`src/rtl/stream_demux_1ton_if.sv`:
```
// Stream bundle for the 1-to-N demultiplexer: one upstream port and NUM_OUT
// downstream channels that share a single data/last bus.
interface stream_demux_1ton_if #(
    parameter int DATA_W  = 8,
    parameter int NUM_OUT = 4,
    parameter int SEL_W   = 3
);
    logic               s_valid;
    logic               s_ready;
    logic [DATA_W-1:0]  s_data;
    logic               s_last;
    logic [SEL_W-1:0]   s_sel;
    logic [NUM_OUT-1:0] m_valid;
    logic [NUM_OUT-1:0] m_ready;
    logic [DATA_W-1:0]  m_data;
    logic               m_last;

    // slave: the demux itself; master: the producer/consumer environment
    modport slave (
        input  s_valid, s_data, s_last, s_sel, m_ready,
        output s_ready, m_valid, m_data, m_last
    );
    modport master (
        output s_valid, s_data, s_last, s_sel, m_ready,
        input  s_ready, m_valid, m_data, m_last
    );
endinterface

```
`src/rtl/stream_demux_1ton.sv`:
```
// Registered 1-to-NUM_OUT packet demultiplexer. The channel is captured on a
// packet's first beat; packets with an out-of-range select are dropped and counted.
module stream_demux_1ton #(
    parameter int DATA_W  = 8,
    parameter int NUM_OUT = 4,
    parameter int SEL_W   = 3,
    parameter int CNT_W   = 8
) (
    input  logic                 clk,
    input  logic                 rst_n,
    stream_demux_1ton_if.slave   bus,
    output logic                 busy,
    output logic [CNT_W-1:0]     drop_cnt
);
    localparam int CH_W = $clog2(NUM_OUT);

    typedef enum logic [1:0] {IDLE, ROUTE, DROP} state_t;

    state_t            state, state_nxt;
    logic              run;
    logic              ov;
    logic [CH_W-1:0]   och, cur_ch, load_ch;
    logic [DATA_W-1:0] data_q;
    logic              last_q;
    logic              sel_ok, drain, ready, accept, load, drop_inc;

    // run keeps s_ready low during reset and until the first edge after release
    always_comb begin
        state_nxt = state;
        load      = 1'b0;
        drop_inc  = 1'b0;
        load_ch   = cur_ch;
        sel_ok    = 32'(bus.s_sel) < NUM_OUT;
        drain     = ov && bus.m_ready[och];
        ready     = run && ((state == DROP) || !ov || bus.m_ready[och]);
        accept    = bus.s_valid && ready;
        case (state)
            IDLE: begin
                if (accept) begin
                    if (sel_ok) begin
                        load    = 1'b1;
                        load_ch = bus.s_sel[CH_W-1:0];
                        if (!bus.s_last) state_nxt = ROUTE;
                    end else begin
                        drop_inc = 1'b1;
                        if (!bus.s_last) state_nxt = DROP;
                    end
                end
            end
            ROUTE: begin
                if (accept) begin
                    load = 1'b1;
                    if (bus.s_last) state_nxt = IDLE;
                end
            end
            DROP: begin
                if (accept && bus.s_last) state_nxt = IDLE;
            end
            default: state_nxt = IDLE;
        endcase
    end

    always_ff @(posedge clk or negedge rst_n) begin
        if (!rst_n) begin
            state    <= IDLE;
            run      <= 1'b0;
            ov       <= 1'b0;
            och      <= '0;
            cur_ch   <= '0;
            data_q   <= '0;
            last_q   <= 1'b0;
            drop_cnt <= '0;
        end else begin
            state <= state_nxt;
            run   <= 1'b1;
            // a load in the same cycle as a drain keeps the register occupied
            if (load) begin
                ov     <= 1'b1;
                och    <= load_ch;
                data_q <= bus.s_data;
                last_q <= bus.s_last;
            end else if (drain) begin
                ov <= 1'b0;
            end
            if (load && state == IDLE) cur_ch <= load_ch;
            if (drop_inc && drop_cnt != '1) drop_cnt <= drop_cnt + 1'b1;
        end
    end

    assign bus.s_ready = ready;
    assign bus.m_valid = ov ? ({{(NUM_OUT-1){1'b0}}, 1'b1} << och) : '0;
    assign bus.m_data  = data_q;
    assign bus.m_last  = last_q;
    assign busy        = (state != IDLE) || ov;
endmodule

```
`src/flat_wrapper.sv`:
```
// flat-port wrapper written by rule: the top's interface ports become plain ports
module stream_demux_1ton_flat 
#(
    parameter int DATA_W  = 8,
    parameter int NUM_OUT = 4,
    parameter int SEL_W   = 3,
    parameter int CNT_W   = 8
)
  (clk, rst_n, busy, drop_cnt, bus_s_valid, bus_s_data, bus_s_last, bus_s_sel, bus_m_ready, bus_s_ready, bus_m_valid, bus_m_data, bus_m_last);
  stream_demux_1ton_if #(.DATA_W(DATA_W), .NUM_OUT(NUM_OUT), .SEL_W(SEL_W)) bus_i ();
  input  logic clk;
  input  logic rst_n;
  output logic busy;
  output logic [CNT_W-1:0] drop_cnt;
  input wire logic [$bits(bus_i.s_valid)-1:0] bus_s_valid;
  input wire logic [$bits(bus_i.s_data)-1:0] bus_s_data;
  input wire logic [$bits(bus_i.s_last)-1:0] bus_s_last;
  input wire logic [$bits(bus_i.s_sel)-1:0] bus_s_sel;
  input wire logic [$bits(bus_i.m_ready)-1:0] bus_m_ready;
  output wire logic [$bits(bus_i.s_ready)-1:0] bus_s_ready;
  output wire logic [$bits(bus_i.m_valid)-1:0] bus_m_valid;
  output wire logic [$bits(bus_i.m_data)-1:0] bus_m_data;
  output wire logic [$bits(bus_i.m_last)-1:0] bus_m_last;
  assign bus_i.s_valid = bus_s_valid;
  assign bus_i.s_data = bus_s_data;
  assign bus_i.s_last = bus_s_last;
  assign bus_i.s_sel = bus_s_sel;
  assign bus_i.m_ready = bus_m_ready;
  assign bus_s_ready = bus_i.s_ready;
  assign bus_m_valid = bus_i.m_valid;
  assign bus_m_data = bus_i.m_data;
  assign bus_m_last = bus_i.m_last;
  stream_demux_1ton #(.DATA_W(DATA_W), .NUM_OUT(NUM_OUT), .SEL_W(SEL_W), .CNT_W(CNT_W)) u_core (.clk(clk), .rst_n(rst_n), .bus(bus_i), .busy(busy), .drop_cnt(drop_cnt));
endmodule
```
`config.mk`:
```
export PLATFORM = sky130hd
export DESIGN_NAME = stream_demux_1ton_flat
export DESIGN_NICKNAME = d
export VERILOG_FILES = /design/src/rtl/stream_demux_1ton_if.sv /design/src/rtl/stream_demux_1ton.sv /design/src/flat_wrapper.sv
export SDC_FILE = /design/constraint.sdc
export NUM_CORES = 1
export LEC_CHECK = 0
export CAP_MARGIN = 10
export CORE_AREA = 8 8 59 61
export CTS_BUF_LIST = sky130_fd_sc_hd__clkbuf_4
export CTS_CLUSTER_DIAMETER = 50
export DETAILED_ROUTE_END_ITERATION = 6
export DIE_AREA = 0 0 67 69
export HOLD_SLACK_MARGIN = 0.15
export PLACE_DENSITY = 0.82
export REMOVE_ABC_BUFFERS = 1
export SETUP_SLACK_MARGIN = 0.02
export SLEW_MARGIN = 20
export SYNTH_ARGS = -nofsm -noshare
export SYNTH_HDL_FRONTEND = slang
export SYNTH_SLANG_ARGS = --single-unit
```
`constraint.sdc`:
```
create_clock -name clk -period 4.5 [get_ports clk]
set_input_delay 0.675 -clock clk [delete_from_list [all_inputs] [get_ports clk]]
set_output_delay 0.675 -clock clk [all_outputs]
set_load 0.02 [all_outputs]
```
After elaboration in Yosys (flattened, before gate mapping) --
Cells that the tools add are included. Widths: inputs -> output; s select.
Word-level totals: bits in latches 0, word-level logic and storage cells 57, output and inout bits 23, ROM bits 0, bits in writable memories 0, register bits after elaboration 25, memories 0, bits of input ports 19
Operators by class: mux-type cells 23, $add $sub $neg 1, bitwise gates (word level) 0, shifts and indexed selects 1, equality and inequality tests 8, divide/modulo/power cells 0, multiply operators 0, reduce and logical (&&, ||, !) cells 14, $lt $le $gt $ge 2
Operators with widths (count):
- $mux 2 | 10
- $mux 1 | 9
- $add 8x1->8 const B | 1
- $ne 8x8->1 const B | 1
- $logic_and 1x1->1 | 6
- $ne 2x2->1 const B | 3
- $pmux 2 s3 | 1
- $reduce_and 5->1 | 1
- $mux 4 | 1
- $ne 2x1->1 const B | 2
- $reduce_bool 2->1 | 2
- $shl 1x2->4 const A | 1
- $logic_or 1x1->1 | 3
- $lt 2x3->1 const B | 1
- $lt 3x3->1 const B | 1
- $bmux 1 s2 | 1
- $eq 2x1->1 const B | 1
- $eq 2x2->1 const B | 1
- $logic_not 2->1 | 1
- $pmux 1 s2 | 1
- $logic_not 1->1 | 1

Longest topological paths before layout --
Gate-level depths: netlist of run 1.
depth in word-level cells 8, mapped depth 5

Least setup slack after synthesis of run 1 --
OpenSTA, ideal clock, no wires.
kind in2out, start point in bus_m_ready[0], end point out bus_s_ready, buffers on the path 0, path slack 2349 ps, arrival time 1476 ps, cell stages on the path 3, data required time 3825 ps, cells stage by stage mux2_4 > o22a_2 > o21a_1
Between the ends: cells in the longest elaborated chain, start to end 4
RTL lines:
- from (decl) | line flat_wrapper.sv:19 | input wire logic [$bits(bus_i.m_ready)-1:0] bus_m_ready;
- $bmux 1 s2 | line stream_demux_1ton.sv:35 | ready = run && ((state == DROP) || !ov || bus.m_ready[och]);
- $mux 1 (implied by the code) | line stream_demux_1ton.sv:35
- $logic_or 1x1->1 | line stream_demux_1ton.sv:35
- $logic_and 1x1->1 | line stream_demux_1ton.sv:35
- to (decl) | line flat_wrapper.sv:20 | output wire logic [$bits(bus_i.s_ready)-1:0] bus_s_ready;
No other way between the ends. The select of a mux whose other input is x is not followed.

Worst setup path after layout of run 1 --
start point in bus_m_ready[1], end point out bus_s_ready
Same word-level chain as after synthesis.

==> flow_metrics.tcl, run 1 <==
set metrics [dict create \
    grt_pass1_vias 1033 \
    htreeDepth 1 \
    cp-endpoint "bus_s_ready" \
    avgSynthCellArea_sq_um 12.7 \
    synth_common_cells "dfrtp_1 (25), mux2_4 (14), xor2_1 (7)" \
    p_per_area_nw_per_um2 600 \
    synth_seq_cells 25 \
    cts_root_buf "clkbuf_4" \
    stdcell_count 171 \
    dieArea_sq_um 4620 \
    cp-end-kind "primary output" \
    vias 925 \
    grt_max_degree 26 \
    finalClockSkew_ps 8.37 \
    routed_wl_um 2810 \
    fp.coreArea_sq_um 2620 \
    ys_dominant_reg_cell "dfrtp_1" \
    wl_per_cell_um 16.4 \
    cts_hold_buf 0 \
    ys_seq_area_share_pct 50.7 \
    synth_top_area_share_pct 50.7 \
    peakVddDrop_uv 388 \
    max_freq_mhz 328 \
    fin_crit_ps 3050 \
    rsz0062_at_grt "false" \
    gp_congestion 0.839 \
    reg2reg_depth 4 \
    yosysUniqueCellTypes 33 \
    yosys_warnings 0 \
    numClockSinks 25 \
    setup_violations 0 \
    cts_buffers 3 \
    synth_top_area_cell "dfrtp_1" \
    row_count 19 \
    path_clk_slew_ps 130 \
    die_h_um 69 \
    drc_errors 0 \
    async_flop_share_pct 100 \
    cap_violations 0 \
    holdWs_ps 314 \
    drive_above_1_share_pct 17.9 \
    clk_path_buf_depth 2 \
    dpl.cell_count 167 \
    synth_area_sq_um 1230 \
    ys_top_cells_by_area "dfrtp_1 (51%), mux2_4 (17%), xor2_1 (5.0%)" \
    critPathArrivalTime_ps 2380 \
    tritoncts "done" \
    syn_inst 97 \
    path_class "primary input to primary output" \
    p_leak_nw 0.778 \
    drtIter0Drc 26 \
    setup-tns-final_ps 0 \
    fin_crit_sh_pct 67.8 \
    synth_enable_flop_cells 0 \
    drt-pass1-iter-count 4 \
    io_pins 42 \
    setup.worst_path.start "bus_m_ready[1]" \
    maxSlewViolCount 0 \
    r2r_slack_ps 2360 \
    status "finished clean" \
    viasPerCell 5.41 \
    worstPathMaxFanout 7 \
    start_kind "primary input" \
    antenna_found_initial 0 \
    dieWidth_um 67 \
    yosysMostFrequentCell "dfrtp_1" \
    grt_pass1_wl_um 4800 \
    grtUsageTotal_pct 12.6 \
    reg2reg_to "u_core.bus.m_data[6]$_DFFE_PN0P_" \
    areaGrowthSynthToFinish_pct 37.2 \
    ant_nets 0 \
    nets 161 \
    initial_core_util_pct 47.2 \
    grt-ovfl-total 0 \
    cts_resized 0 \
    required_ps 3830 \
    hold_viol 0 \
    slew_headroom_pct 60.6 \
    portBuffers 41 \
    cts_setup_buffers 0 \
    dp_hpwl_um 2190 \
    reg2reg_from "u_core.och[1]$_DFFE_PN0P_" \
    antennaDiodeCount 0 \
    worst_slew_pin_slew_ps 591 \
    clkLatencyLatePin_ps 310 \
    min_path_type "primary input to asynchronous set/reset pin" \
]
## stage by stage
stage          total power, W  util, %  cell area (sq um)  worst slack [ps]
2_1_floorplan        0.000694        -               1220              2350
3_3_place_gp         0.000905     63.8               1670              1460
3_5_place_dp         0.000918     63.8               1670              1440
4_1_cts               0.00103     64.9               1700              1440
5_1_grt               0.00107     64.7               1690              1380
6_report              0.00102     64.7               1690              1450
## power by group
part	internal (W)	switching (W)	leakage (nW)
Combinational	0.000283	0.000233	0.449
Sequential	0.000312	0.0000839	0.311
Clock	0.0000406	0.0000626	0.0184
## per-layer routing
metal	global-route usage (%)	share of wire [%]	wire, um	vias to the layer above
li1	-	-	-	435
met1	14.3	41	1140	448
met2	20.7	49	1380	38
met3	5.01	9.6	269	4
met4	3.72	0.71	20	0
met5	0	0	0	-
## registers in the layout (all words and copies together), names as in the netlist
signal	cells
u_core.bus.m_data	8
u_core.drop_cnt	8
u_core.cur_ch	2
u_core.och	2
u_core.state	2
u_core.bus.m_last	1
u_core.ov	1
u_core.run	1
## critical path: stages
cell and delay (ps):
clkdlybuf4s50_1 410, mux2_4 300, o22a_2 270, o21a_1 190, clkdlybuf4s50_1 530
## how the worst min path moves through the flow
| stage | from | to |
|---|---|---|
| finish | rst_n | u_core.drop_cnt[0]$_DFFE_PN0P_ |
| global route | rst_n | u_core.bus.m_data[7]$_DFFE_PN0P_ |
| CTS | u_core.state[1]$_DFFE_PN0P_ | u_core.state[0]$_DFFE_PN0P_ |
| detailed placement | u_core.bus.m_data[1]$_DFFE_PN0P_ | u_core.bus.m_data[1]$_DFFE_PN0P_ |
| global placement | u_core.drop_cnt[7]$_DFFE_PN0P_ | u_core.drop_cnt[7]$_DFFE_PN0P_ |
| floorplan | rst_n | u_core.bus.m_data[0]$_DFFE_PN0P_ |
## placed cells by master (no fill, tap or decap), types with 2 or more instances in the layout
cell type | Yosys | final
clkdlybuf4s50_1 | 0 | 40
xor2_1 | 7 | 7
nand3_1 | 2 | 2
a31oi_1 | 3 | 3
mux2_4 | 14 | 14
nand2_1 | 4 | 4
inv_1 | 4 | 4
nor4_1 | 4 | 4
nor2b_1 | 2 | 2
clkbuf_4 | 0 | 4
nor3_1 | 3 | 3
nand4_1 | 3 | 3
nor2_1 | 5 | 5
dfrtp_1 | 25 | 25
## cell families after synthesis
family	synth area share [%]
adder cells (fa/ha/maj)	1.01
XOR/XNOR	4.97
other	0.304
AO/OA/AOI/OAI	8.52
flip-flops	50.7
AND/OR/NAND/NOR	13.3
buffers and inverters	2.43
multiplexers	18.8
## cell type report
cell class                 instances  area (sq um)
clock buffer                       4          30.0
inverter                           4          15.0
fill                             199           922
sequential                        25           626
multi-input combinational         66           578
tap                               31          38.8
timing repair buffer              41           405
(Power assumes the default switching activity.)
==> inputs of run 2 (changes only) <==
--- a/config.mk
+++ b/config.mk
@@ -6,13 +6,13 @@
 export NUM_CORES = 1
 export LEC_CHECK = 0
 export CAP_MARGIN = 10
-export CORE_AREA = 8 8 59 61
+export CORE_AREA = 8 8 61 63
 export CTS_BUF_LIST = sky130_fd_sc_hd__clkbuf_4
 export CTS_CLUSTER_DIAMETER = 50
 export DETAILED_ROUTE_END_ITERATION = 6
-export DIE_AREA = 0 0 67 69
+export DIE_AREA = 0 0 69 71
 export HOLD_SLACK_MARGIN = 0.15
-export PLACE_DENSITY = 0.82
+export PLACE_DENSITY = 0.77
 export REMOVE_ABC_BUFFERS = 1
 export SETUP_SLACK_MARGIN = 0.02
 export SLEW_MARGIN = 20
==> constraint.sdc (replaced) <==
create_clock -name clk -period 2.9 [get_ports clk]
set_input_delay 0.435 -clock clk [delete_from_list [all_inputs] [get_ports clk]]
set_output_delay 0.435 -clock clk [all_outputs]
set_load 0.02 [all_outputs]
==> run 2 against run 1 <==
Wire length fell by 2.1%. Critical path depth did not move. Sequential power rose by 53%. Sequential share of layout area fell by 0.43 points. Design area rose by 1.2%. Combinational power rose by 56%. Critical path type unchanged. Clock power rose by 52%. Highest routed layer unchanged. First-iteration DRC count fell by 27%. Utilization fell by 4.7 points. Non-clock buffer count rose by 2. Final cell count rose by 2.3%. Via count fell by 0.76%.
==> flow_metrics.tcl, run 2 (same netlist as run 1, synthesis figures left out) <==
set metrics [dict create \
    status "finished clean" \
    cts_buffers 3 \
    drtIter0Drc 19 \
    vias 918 \
    path_clk_slew_ps 140 \
    fin_ws_ps 329 \
    clk_path_buf_depth 2 \
    dieWidth_um 69 \
    io_pins 42 \
    dp_hpwl_um 2110 \
    tritoncts "done" \
    setup-tns-final_ps 0 \
    slowest_delay_ps 530 \
    row_count 20 \
    use_met2_pct 18.2 \
    grtUsageTotal_pct 11.4 \
    final_cell_mix "clkdlybuf4s50_1 (41), dfrtp_1 (25), mux2_4 (14), xor2_1 (7), nor2_1 (5)" \
    path_class "primary input to primary output" \
    antennaDiodeCount 0 \
    power_w 0.00157 \
    start_kind "primary input" \
    setup_violations 0 \
    grt-ovfl-total 0 \
    p_per_area_nw_per_um2 917 \
    peakVddDrop_uv 594 \
    cts_hold_buf 0 \
    cts_setup_buffers 0 \
    drive_above_1_share_pct 18.3 \
    dpl-instance-area_sq_um 1690 \
    gp_congestion 0.867 \
    hold_viol 0 \
    cp-end-kind "primary output" \
    fp.coreArea_sq_um 2850 \
    clkLatencyLatePin_ps 320 \
    dieArea_sq_um 4900 \
    top_usage_layer "met2" \
    cts_resized 0 \
    grt_use_met3_pct 5.03 \
    ant_nets 0 \
    fin_crit_ps 2570 \
    initial_core_util_pct 43.2 \
    numClockSinks 25 \
    htreeDepth 1 \
    fin_crit_sh_pct 88.6 \
    worstPathMaxFanout 7 \
    antenna_found_initial 0 \
    portBuffers 41 \
    cts_root_buf "clkbuf_4" \
    postLayoutCellArea_sq_um 1710 \
    grt_pass1_vias 981 \
    grt_pass1_wl_um 4730 \
    maxSlewViolCount 0 \
    grt_max_degree 26 \
    max_freq_mhz 389 \
    cap_violations 0 \
    routed_wl_um 2750 \
    dp_slack_ps 319 \
    viasPerCell 5.25 \
    cpMostUsedCell "clkdlybuf4s50_1" \
    nets 163 \
    finalClockSkew_ps 8.60 \
    holdWs_ps 452 \
    die_h_um 71 \
    use_met1_pct 13.8 \
    mostFrequentLayoutCell "clkdlybuf4s50_1" \
    critPathArrivalTime_ps 2140 \
    crit_chain "clkdlybuf4s50_1, mux2_4, o22a_2, o21a_1, clkdlybuf4s50_1" \
    critPathSlowestCell "clkdlybuf4s50_1" \
    wl_per_cell_um 15.7 \
    areaGrowthSynthToFinish_pct 38.8 \
    min_path_type "primary input to asynchronous set/reset pin" \
    required_ps 2470 \
    p_leak_nw 0.786 \
    drc_errors 0 \
    drt-pass1-iter-count 4 \
    rsz0062_at_grt "false" \
]
-- run 2: cell types whose count changed in the layout (fill, tap and decap cells not counted), sizes merged --
cell and change:
clkinv +1, clkdlybuf4s50 +1, buf +1, clkbuf -1
-- run 2: worst paths after layout --
kind	from	to	slack [ps]	cells after the start
worst max-delay path	bus_m_ready[0]	bus_s_ready	330	5
worst min-delay path	rst_n	u_core.drop_cnt[0]$_DFFE_PN0P_	450	2
max in group asynchronous	rst_n	u_core.state[0]$_DFFE_PN0P_	2200	2
worst max register to register	u_core.och[1]$_DFFE_PN0P_	u_core.bus.m_data[0]$_DFFE_PN0P_	980	5
min in group clk	u_core.drop_cnt[7]$_DFFE_PN0P_	u_core.drop_cnt[7]$_DFFE_PN0P_	510	1
worst min register to register	u_core.drop_cnt[7]$_DFFE_PN0P_	u_core.drop_cnt[7]$_DFFE_PN0P_	510	1
-- run 2: power breakdown --
part           leakage, nW  switching, W  internal (W)
combinational        0.458      0.000363      0.000444
sequential           0.311      0.000123      0.000484
clock               0.0177      0.000105     0.0000517
total                0.786      0.000592      0.000980
-- run 2: through the flow --
step | cells | util (%)
floorplan | 95 | -
finish | 175 | 60.0
CTS | 175 | 60.0
global route | 175 | 60.0
global placement | 171 | 59.1
detailed placement | 171 | 59.1
-- run 2: metal layers --
metal / part of all wire (%) / vias to the layer above
li1: - / 441
met1: 44 / 440
met2: 47 / 35
met3: 8.4 / 2
met4: 0.65 / 0
met5: 0 / -
-- run 2: area by class of cell --
| cell class | instances | area [sq um] |
|---|---|---|
| clock inverter | 1 | 5.00 |
| tap | 33 | 41.3 |
| clock buffer | 3 | 22.5 |
| inverter | 4 | 15.0 |
| timing repair buffer | 43 | 425 |
| fill | 245 | 1140 |
| multi-input combinational | 66 | 578 |
| sequential | 25 | 626 |
-- run 2: worst max-delay path, delay by kind of cell --
kind / cells / cell delay [ps]
buffers and inverters: 2 / 930
AO/OA/AOI/OAI: 2 / 480
multiplexers: 1 / 300
